## src/rtl/it8951_pixel_streamer_pkg.sv

```systemverilog
// it8951_pixel_streamer_pkg: FSM state encodings, strobe phases and IT8951 i80 bus timing defaults.
//   Shared by it8951_pixel_streamer and it8951_i80_strobe; no ports.
package it8951_pixel_streamer_pkg;
   localparam int DEF_DSIZE       = 16;
   localparam int DEF_CNT_W       = 20;
   localparam int DEF_T_SETUP     = 1;
   localparam int DEF_T_STROBE    = 2;
   localparam int DEF_T_HOLD      = 1;
   localparam int DEF_RDY_TIMEOUT = 4096;
   // Settling time after FIFO_LOAD before FIFO_EMPTY reflects the reloaded FIFO.
   localparam int PRIME_CYCLES    = 4;
   typedef enum logic [2:0] {
      S_IDLE, S_PRIME, S_FETCH, S_LATCH, S_WAITRDY, S_SETUP, S_STROBE, S_HOLD
   } state_t;
   typedef enum logic [1:0] {
      PH_IDLE, PH_SETUP, PH_STROBE, PH_HOLD
   } phase_t;
   // Width of a counter that must hold values 0..n-1 (at least 1 bit).
   function automatic int cnt_width(input int n);
      return (n > 1) ? $clog2(n) : 1;
   endfunction
endpackage

```

## src/rtl/it8951_i80_strobe.sv

```systemverilog
// it8951_i80_strobe: generates one i80 write strobe (setup, HWE_N low, hold) per go pulse.
//   clk        in   clock
//   reset_n    in   synchronous active-low reset
//   go         in   1-cycle pulse: start a strobe sequence (only acted on while idle)
//   clear      in   abandon any sequence in progress, HWE_N back high next edge
//   hwe_n      out  registered write strobe, low for T_STROBE cycles
//   setup_end  out  last cycle of the setup phase
//   strobe_end out  last cycle of the low phase
//   done       out  last cycle of the hold phase
module it8951_i80_strobe
   import it8951_pixel_streamer_pkg::*;
#(
   parameter int T_SETUP  = DEF_T_SETUP,
   parameter int T_STROBE = DEF_T_STROBE,
   parameter int T_HOLD   = DEF_T_HOLD
) (
   input  logic clk,
   input  logic reset_n,
   input  logic go,
   input  logic clear,
   output logic hwe_n,
   output logic setup_end,
   output logic strobe_end,
   output logic done
);
   localparam int TMAX = (T_SETUP > T_STROBE) ? ((T_SETUP > T_HOLD) ? T_SETUP : T_HOLD)
                                              : ((T_STROBE > T_HOLD) ? T_STROBE : T_HOLD);
   localparam int CW = cnt_width(TMAX);
   phase_t phase, phase_nxt;
   logic [CW-1:0] cnt;
   always_comb begin
      setup_end  = (phase == PH_SETUP)  && (cnt == CW'(T_SETUP - 1));
      strobe_end = (phase == PH_STROBE) && (cnt == CW'(T_STROBE - 1));
      done       = (phase == PH_HOLD)   && (cnt == CW'(T_HOLD - 1));
      phase_nxt  = (phase == PH_IDLE) ? (go ? PH_SETUP : PH_IDLE)
                 : setup_end  ? PH_STROBE
                 : strobe_end ? PH_HOLD
                 : done       ? PH_IDLE
                 :              phase;
   end
   // hwe_n is registered from the next phase so the pin never glitches on phase decode.
   always_ff @(posedge clk) begin
      if (!reset_n || clear) begin
         phase <= PH_IDLE;
         cnt   <= '0;
         hwe_n <= 1'b1;
      end else begin
         phase <= phase_nxt;
         cnt   <= (phase_nxt != phase || phase == PH_IDLE) ? '0 : cnt + 1'b1;
         hwe_n <= (phase_nxt != PH_STROBE);
      end
   end
endmodule

```

## src/rtl/it8951_pixel_streamer.sv

```systemverilog
// it8951_pixel_streamer: drains 16-bit pixel words from the SDRAM read FIFO and writes them
//   to the IT8951 i80 host bus as image-load data, one HRDY-paced strobe per word.
//   CLK, RESET_N           clock, synchronous active-low reset
//   START, ABORT           frame start (WORD_COUNT sampled) / terminate transfer
//   WORD_COUNT             words in the frame
//   BUSY, DONE, ERR        transfer status; DONE/ERR are 1-cycle pulses
//   FIFO_LOAD, FIFO_RD     FIFO reload pulse / read request
//   FIFO_DATA, FIFO_EMPTY  FIFO q (valid the cycle after FIFO_RD) / empty flag
//   HRDY                   IT8951 ready, asynchronous
//   HCS_N, HWE_N, HDC      i80 chip select, write strobe, data/command select
//   HD_OUT, HD_OE          host data bus and its tristate enable
module it8951_pixel_streamer
   import it8951_pixel_streamer_pkg::*;
#(
   parameter int DSIZE       = DEF_DSIZE,
   parameter int CNT_W       = DEF_CNT_W,
   parameter int T_SETUP     = DEF_T_SETUP,
   parameter int T_STROBE    = DEF_T_STROBE,
   parameter int T_HOLD      = DEF_T_HOLD,
   parameter int RDY_TIMEOUT = DEF_RDY_TIMEOUT
) (
   input  logic             CLK,
   input  logic             RESET_N,
   input  logic             START,
   input  logic             ABORT,
   input  logic [CNT_W-1:0] WORD_COUNT,
   output logic             BUSY,
   output logic             DONE,
   output logic             ERR,
   output logic             FIFO_LOAD,
   output logic             FIFO_RD,
   input  logic [DSIZE-1:0] FIFO_DATA,
   input  logic             FIFO_EMPTY,
   input  logic             HRDY,
   output logic             HCS_N,
   output logic             HWE_N,
   output logic             HDC,
   output logic [DSIZE-1:0] HD_OUT,
   output logic             HD_OE
);
   localparam int TOW = cnt_width(RDY_TIMEOUT);
   localparam int PW  = cnt_width(PRIME_CYCLES);
   state_t state, state_nxt;
   logic rdy_m, rdy_s;
   logic [CNT_W-1:0] remaining;
   logic [TOW-1:0] tmo;
   logic [PW-1:0] prime_cnt;
   logic go, setup_end, strobe_end, strb_done;
   logic accept, zero_start, latch, timeout, word_end, finish, abort_act, stop;
   it8951_i80_strobe #(
      .T_SETUP  (T_SETUP),
      .T_STROBE (T_STROBE),
      .T_HOLD   (T_HOLD)
   ) u_strobe (
      .clk        (CLK),
      .reset_n    (RESET_N),
      .go         (go),
      .clear      (abort_act),
      .hwe_n      (HWE_N),
      .setup_end  (setup_end),
      .strobe_end (strobe_end),
      .done       (strb_done)
   );
   assign HDC  = 1'b1;
   assign stop = finish || timeout || abort_act;
   always_comb begin
      state_nxt  = state;
      FIFO_RD    = 1'b0;
      go         = 1'b0;
      accept     = 1'b0;
      zero_start = 1'b0;
      latch      = 1'b0;
      timeout    = 1'b0;
      word_end   = 1'b0;
      finish     = 1'b0;
      abort_act  = ABORT && (state != S_IDLE);
      case (state)
         S_IDLE: if (START) begin
            accept     = (WORD_COUNT != '0);
            zero_start = (WORD_COUNT == '0);
            state_nxt  = accept ? S_PRIME : S_IDLE;
         end
         S_PRIME:  state_nxt = (prime_cnt == PW'(PRIME_CYCLES - 1)) ? S_FETCH : S_PRIME;
         S_FETCH: begin
            FIFO_RD   = !FIFO_EMPTY;
            state_nxt = FIFO_EMPTY ? S_FETCH : S_LATCH;
         end
         S_LATCH: begin
            latch     = 1'b1;
            state_nxt = S_WAITRDY;
         end
         S_WAITRDY: begin
            go        = rdy_s;
            timeout   = !rdy_s && (tmo == TOW'(RDY_TIMEOUT - 1));
            state_nxt = rdy_s ? S_SETUP : timeout ? S_IDLE : S_WAITRDY;
         end
         S_SETUP:  state_nxt = setup_end ? S_STROBE : S_SETUP;
         S_STROBE: state_nxt = strobe_end ? S_HOLD : S_STROBE;
         S_HOLD: begin
            word_end  = strb_done;
            finish    = strb_done && (remaining == CNT_W'(1));
            state_nxt = !strb_done ? S_HOLD : finish ? S_IDLE : S_FETCH;
         end
         default:  state_nxt = S_IDLE;
      endcase
      // ABORT overrides every other event of the same cycle, including a pending DONE or ERR.
      if (abort_act) begin
         state_nxt = S_IDLE;
         FIFO_RD   = 1'b0;
         go        = 1'b0;
         latch     = 1'b0;
         timeout   = 1'b0;
         word_end  = 1'b0;
         finish    = 1'b0;
      end
   end
   always_ff @(posedge CLK) begin
      if (!RESET_N) state <= S_IDLE;
      else          state <= state_nxt;
   end
   always_ff @(posedge CLK) begin
      if (!RESET_N) begin
         rdy_m     <= 1'b0;
         rdy_s     <= 1'b0;
         remaining <= '0;
         tmo       <= '0;
         prime_cnt <= '0;
         BUSY      <= 1'b0;
         DONE      <= 1'b0;
         ERR       <= 1'b0;
         FIFO_LOAD <= 1'b0;
         HCS_N     <= 1'b1;
         HD_OE     <= 1'b0;
         HD_OUT    <= '0;
      end else begin
         rdy_m     <= HRDY;
         rdy_s     <= rdy_m;
         prime_cnt <= (state == S_PRIME) ? prime_cnt + 1'b1 : '0;
         // Held at zero outside WAITRDY, so it starts from zero on every entry; saturates.
         tmo       <= (state == S_WAITRDY) ? tmo + TOW'(~&tmo) : '0;
         if (accept)        remaining <= WORD_COUNT;
         else if (word_end) remaining <= remaining - 1'b1;
         if (latch) begin
            HD_OUT <= FIFO_DATA;
            HCS_N  <= 1'b0;
            HD_OE  <= 1'b1;
         end
         if (stop) begin
            HCS_N <= 1'b1;
            HD_OE <= 1'b0;
         end
         BUSY      <= accept || (BUSY && !stop);
         DONE      <= finish || zero_start;
         ERR       <= timeout;
         FIFO_LOAD <= accept;
      end
   end
endmodule
```

## config.mk

```make
export PLATFORM = sky130hd
export DESIGN_NAME = it8951_pixel_streamer
export DESIGN_NICKNAME = d
export VERILOG_FILES = /design/src/rtl/it8951_pixel_streamer_pkg.sv /design/src/rtl/it8951_i80_strobe.sv /design/src/rtl/it8951_pixel_streamer.sv
export SDC_FILE = /design/constraint.sdc
export NUM_CORES = 1
export LEC_CHECK = 0
export ABC_AREA = 1
export ABC_CLOCK_PERIOD_IN_PS = 2500
export CELL_PAD_IN_SITES_DETAIL_PLACEMENT = 0
export CELL_PAD_IN_SITES_GLOBAL_PLACEMENT = 1
export CORE_MARGIN = 2
export CORE_UTILIZATION = 29
export CTS_CLUSTER_DIAMETER = 50
export CTS_CLUSTER_SIZE = 14
export DETAILED_ROUTE_END_ITERATION = 10
export HOLD_SLACK_MARGIN = 0.12
export PLACE_DENSITY = 0.67
export REMOVE_ABC_BUFFERS = 1
export SETUP_SLACK_MARGIN = 0.4
export SLEW_MARGIN = 0
export SYNTH_ARGS = -nofsm -noshare
export SYNTH_HDL_FRONTEND = slang
export SYNTH_HIERARCHICAL = 1
export SYNTH_SLANG_ARGS = --single-unit
```

## constraint.sdc

```tcl
create_clock -name CLK -period 2.5 [get_ports CLK]
set_clock_uncertainty 0.1 [all_clocks]
set_input_delay 0.5 -clock CLK [delete_from_list [all_inputs] [get_ports CLK]]
set_output_delay 0.5 -clock CLK [all_outputs]
set_load 0.03 [all_outputs]
```

# Word-level counts from Yosys, hierarchy flattened
# Cells that the tools add are included.
word_totals:
  ff_bits: 65
  input_bits: 42
  wordCells: 102
op_classes:
  add_sub_neg: 4
  n_eq_ne: 16
  mux: 34
  bitwise: 2
  n_reduce_logical: 30
ops:
  columns: ["cell", "count"]
  rows:
  - ["$mux W20", 2]
  - ["$pmux W3 S8", 1]
  - ["$eq A20 B1 Y1 const B", 1]
  - ["$logic_not A20 Y1", 1]
  - ["$mux W1", 20]
  - ["$reduce_bool A20 Y1", 1]
  - ["$sub A20 B1 Y20 const B", 1]
  - ["$mux W2", 7]
  - ["$add A12 B1 Y12", 1]
  - ["$eq A12 B12 Y1 const B", 1]
  - ["$eq A3 B3 Y1 const B", 4]
  - ["$mux W3", 4]
  - ["$reduce_and A12 Y1", 1]
  - ["$logic_and A1 B1 Y1", 7]
  - ["$eq A2 B2 Y1 const B", 3]
  - ["$eq A3 B2 Y1 const B", 2]
  - ["$logic_or A1 B1 Y1", 6]
  - ["$reduce_or A2 Y1", 3]
  - ["$logic_not A1 Y1", 5]
  - ["$ne A2 B2 Y1 const B", 2]
  - ["$reduce_and A2 Y1", 2]
  - ["$eq A3 B1 Y1 const B", 1]
  - ["$logic_not A3 Y1", 1]
  - ["$reduce_bool A3 Y1", 1]
  - ["other kinds (7)", 8]

# Longest topological paths before layout
logic_depth:
  depth_word: 10
  depth_mapped: 13
  ltp_nobuf: 13

# Cells and area by module
# Netlist, hierarchy kept.
modules_own_cells:
  columns: ["module", "instances", "cells_per_inst", "area_per_inst_um2"]
  rows:
  - ["it8951_pixel_streamer", 1, 510, 3288.2]
  - ["it8951_i80_strobe", 1, 25, 171.4]

# Worst setup path before layout
# Ideal clock, no wire load.
synth_path:
  kind: "register to output"
  from: "register state[0]"
  to: "output port FIFO_RD"
  arrival_time_ns: 1.390
  path_slack_ns: 0.510
  path_stages_with_launch: 6
  path_buffers: 0
  cell_sequence: "dfxtp_1 inv_1 nand3_2 nand2_2 inv_1 nor3_1"
synth_via:
  elab_chain_cells: 3
  elab_cells_between_ends: 5
synth_rtl:
  columns: ["element", "line", "source"]
  rows:
  - ["start: declaration", "it8951_pixel_streamer.sv:43", "state_t state, state_nxt;"]
  - ["start signal: assignment", "it8951_pixel_streamer.sv:119", "else state <= state_nxt;"]
  - ["$reduce_bool A3 Y1", "it8951_pixel_streamer.sv:76", "abort_act = ABORT && (state != S_IDLE);"]
  - ["$logic_and A1 B1 Y1", "it8951_pixel_streamer.sv:76", null]
  - ["via abort_act", "it8951_pixel_streamer.sv:49", "logic accept, zero_start, latch, timeout, word_end, finish, abort_act, stop;"]
  - ["$mux W1", "it8951_pixel_streamer.sv:107", "if (abort_act) begin"]
  - ["end: declaration", "it8951_pixel_streamer.sv:31", "output logic FIFO_RD,"]
# The timed path passes the listed nets, and every way through them passes these cells.

# Worst setup path in the final report
layout_path:
  from: "register tmo[5]"
  to: "register tmo[11]"
layout_via:
  elab_chain_cells: 3
layout_rtl:
  columns: ["element", "line", "source"]
  rows:
  - ["start: declaration", "it8951_pixel_streamer.sv:46", "logic [TOW-1:0] tmo;"]
  - ["start signal: assignment", "it8951_pixel_streamer.sv:140", "tmo <= (state == S_WAITRDY) ? tmo + TOW'(~&tmo) : '0;"]
  - ["$reduce_and A12 Y1", "it8951_pixel_streamer.sv:140", null]
  - ["$logic_not A1 Y1", "it8951_pixel_streamer.sv:140", null]
  - ["$add A12 B1 Y12 (*)", "it8951_pixel_streamer.sv:140", null]
# Every way passes the cells marked *; elsewhere a longest branch is shown, timed or not.
# A chain may end at the register's enable or synchronous reset.

==> summary.md <==
• 286 µV — IR Drop Worst-Case VDD
• dfxtp_1 — top flip-flop cell by instance count after synthesis
• 13 — Reg2Reg Depth
• dfxtp_1 — Slowest-stage cell, CP
• 0 — hold-fix buffers at CTS
• 9 — Num CTS Buffers
• 118 x nor2_1, 94 x nand2_1, 68 x nand3_1 — most frequent cells in the layout
• 0.0128 mm² — die area
• 13.3 µm — drt wl/cell
• nor2_1 — commonest non-fill, non-tap cell in the layout
• 0.913 — global placer's final weighted congestion
• 0 — number of flops mapped to enable cells by yosys
• 67 — Ports
• 62.8% — Slew HR
• 65 — number of storage elements in the synthesis netlist
• 35.8% — area growth from synthesis to layout
• 7430 µm — DP HPWL
• 130 — Detailed Route Iter0 Violations
• register — Worst Setup End Kind
• 78.8% — fraction of the cycle the final worst path needs
• 65 — sinks on the clock net
• clkbuf_16 — Clk Tree Root Cell
• 535 — post-synthesis cell count
• 23 — maximum number of pins on one net before global-route repair
• 0 — Max Transition Viols Final
• built — clock tree from TritonCTS
• 6 — Ys Warns
• 7 — count of TritonRoute iterations in the first routing pass
• 323 ps — final-layout worst hold slack
• 330 ps — peak per-stage delay on the critical path
• 36 — Cell variety after synth
• 11.0% — share of final-layout standard cells stronger than drive strength 1
• 4 — highest net fanout along the worst path
• 10000 µm — drt total wl
• 3507 — via count
• 3464 — number of global-route vias before repair
• 30.0% — effective utilization at floorplan
• 0.00346 mm² — summed instance area of the synthesized netlist
• 2 — Cells on Worst Hold Path
• 13 — number of gates on the worst path with buffers counted
• 3 — total buffers and inverters traversed by the critical path
• 508 MHz — FMAX
• 16.0% — global routing usage summed across all routing layers
• 2610 ps — required time worst endpoint
• no — RSZ-0062 raised after global routing
• 113 µm — x dimension of the die
• 0 — DRT antenna net count
• 618 mW/mm² — PwrDens
• 0 — number of diodes added for antenna fixing
• 0 — final count of negative-setup-slack endpoints
• 2 — detailed-route DRC error count
• 0 — Final Hold Viols
• 113 µm — die height
• 4.65 — routed via count divided by cell count
• 2.04 nW — static leakage
• register — Worst Setup Start Kind
• 3 — number of H-tree levels
• register to register — class of the worst hold path
• 0 — max_cap viols
• 330 ps — Clk Latency, worst-skew pair
• 0.00427 mm² — cell area reported after detailed placement
• register to register — CP Class
• 0.0115 mm² — Placeable Area
• rdy_m — startpoint of the tightest hold check path
• 65 — IO buf count
• 6.47 µm² — synthesized area divided by synthesized cell count
• 0% — asr flop ratio synth
• 2 — maximum count of clock buffers along a single path
• 16500 µm — wire length of the first global-routing pass
• 2080 ps — arrival time reported for the critical path endpoint
• tmo[5] — startpoint of the worst setup timing path
• DRC — violations in the final reports
• 50 ps — CTS clk-pin slew, worst paths
• inv_1 — Most Frequent Cell on Critical Path
• 37.6% — sequential area share after synthesis
• nand2_2 -> inv_1 -> nand3_1 -> nor2_1 -> inv_1 -> ha_4 -> nand3_2 -> nor3_4 -> inv_2 -> nor2_4 -> nand2_1 -> o21ai_1 -> a21oi_1 — critical path, cell by cell
• 0.00470 mm² — Final Instance Area
• finished with violations — result of the run
• simple AND/OR/NAND/NOR gates — gate family responsible for the most delay along the worst path
• 558 ps — Slew @ Worst Pin
• 2.90 mW — Tot Pwr
• 39 — number of placement rows
• 40.8% — final core area utilization
• 0 ps — final total negative setup slack
• tmo[5] — start of the worst register-to-register path
• 654 — net count of the finished layout
• 0 — antenna violations before repair
• 1970 ps — time the final worst path needs with I/O delays and setup
• 0 — grt total ovfl
[sequential cells by signal, summed over array words and instances (netlist names), 2 cells and up]
signal          flops
HD_OUT             16
prime_cnt           2
remaining          20
state               3
tmo                12
u_strobe/phase      2
[cell families (layout without fill, tap and decap cells)]
logic type	after synthesis	count (layout)	synth area share, %
and+or+nand+nor	322	322	40.7
buffers and inverters	82	158	10.0
AOI/OAI and AO/OA	53	53	7.99
adders and majority gates	5	5	1.81
other	1	1	0.108
xor gates and xnor gates	7	7	1.77
DFF	65	65	37.6
[routing by layer]
layer	track usage [%]	vias to the layer above	routed length (µm)
met2	26.4	87	4520
met3	4.34	16	664
met5	0	-	0
li1	-	1842	-
met1	19.9	1562	4630
met4	6.42	0	193
[power breakdown]
group	internal (mW)	switching (mW)
Clock	0.949	0.449
Sequential	1.07	0.0294
Combinational	0.169	0.240
Total	2.18	0.719
[synthesized netlist by cell type, types with 2 or more instances]
master      n  area share [%]
xnor2_1     2            0.51
nand3_2     4             1.2
ha_1        5             1.8
dfxtp_1    65              38
buf_2       4            0.58
clkbuf_1    3            0.33
buf_6       2            0.65
o21ai_0    24             3.5
nor2_2      6             1.1
inv_2       5            0.54
o21ai_1     5            0.72
nor3_1      8             1.2
inv_1      61             6.6
nand4_1     5            0.90
xor2_1      5             1.3
nor2_1    122              13
or2_2       2            0.36
nand3_1    70              10
a21oi_1    19             2.7
a21o_1      2            0.43
nand2_1    96              10
nand2_2     3            0.54
buf_4       4            0.87
[layout make-up]
class	instances	area, µm²
clock buffer	13	270
tap	143	179
sequential	65	1300
timing repair buffer	76	737
fill	1197	6820
multi-input combinational	388	1900
inverter	67	254
clock inverter	2	60.1
[metrics by stage]
step | worst slack [ps] | std cells
CTS | 422 | 754
global route | 393 | 754
finish | 531 | 754
floorplan | 510 | 520
detailed placement | 172 | 738
global placement | 112 | 738
[path summary, 6_finish.rpt]
| kind | endpoint | slack [ps] |
|---|---|---|
| setup / recovery | tmo[11] | 530 |
| hold / removal | rdy_s | 320 |
| setup reg to reg | tmo[11] | 530 |
| hold reg to reg | rdy_s | 320 |
[worst min-delay path, cell delays in order, from the launching register on]
cell	delay [ps]
dfxtp_1	300
nand2_1	50
inv_1	40
[timing repair]
| item | 4_1_cts | 5_1_grt |
|---|---|---|
| setup endpoints to repair | 2 | 20 |
| resized for setup | 2 | 25 |
| buffers inserted | 1 | 0 |
| cloned | 0 | 0 |
| pin swaps | 1 | 3 |
(Power assumes the default switching activity.)
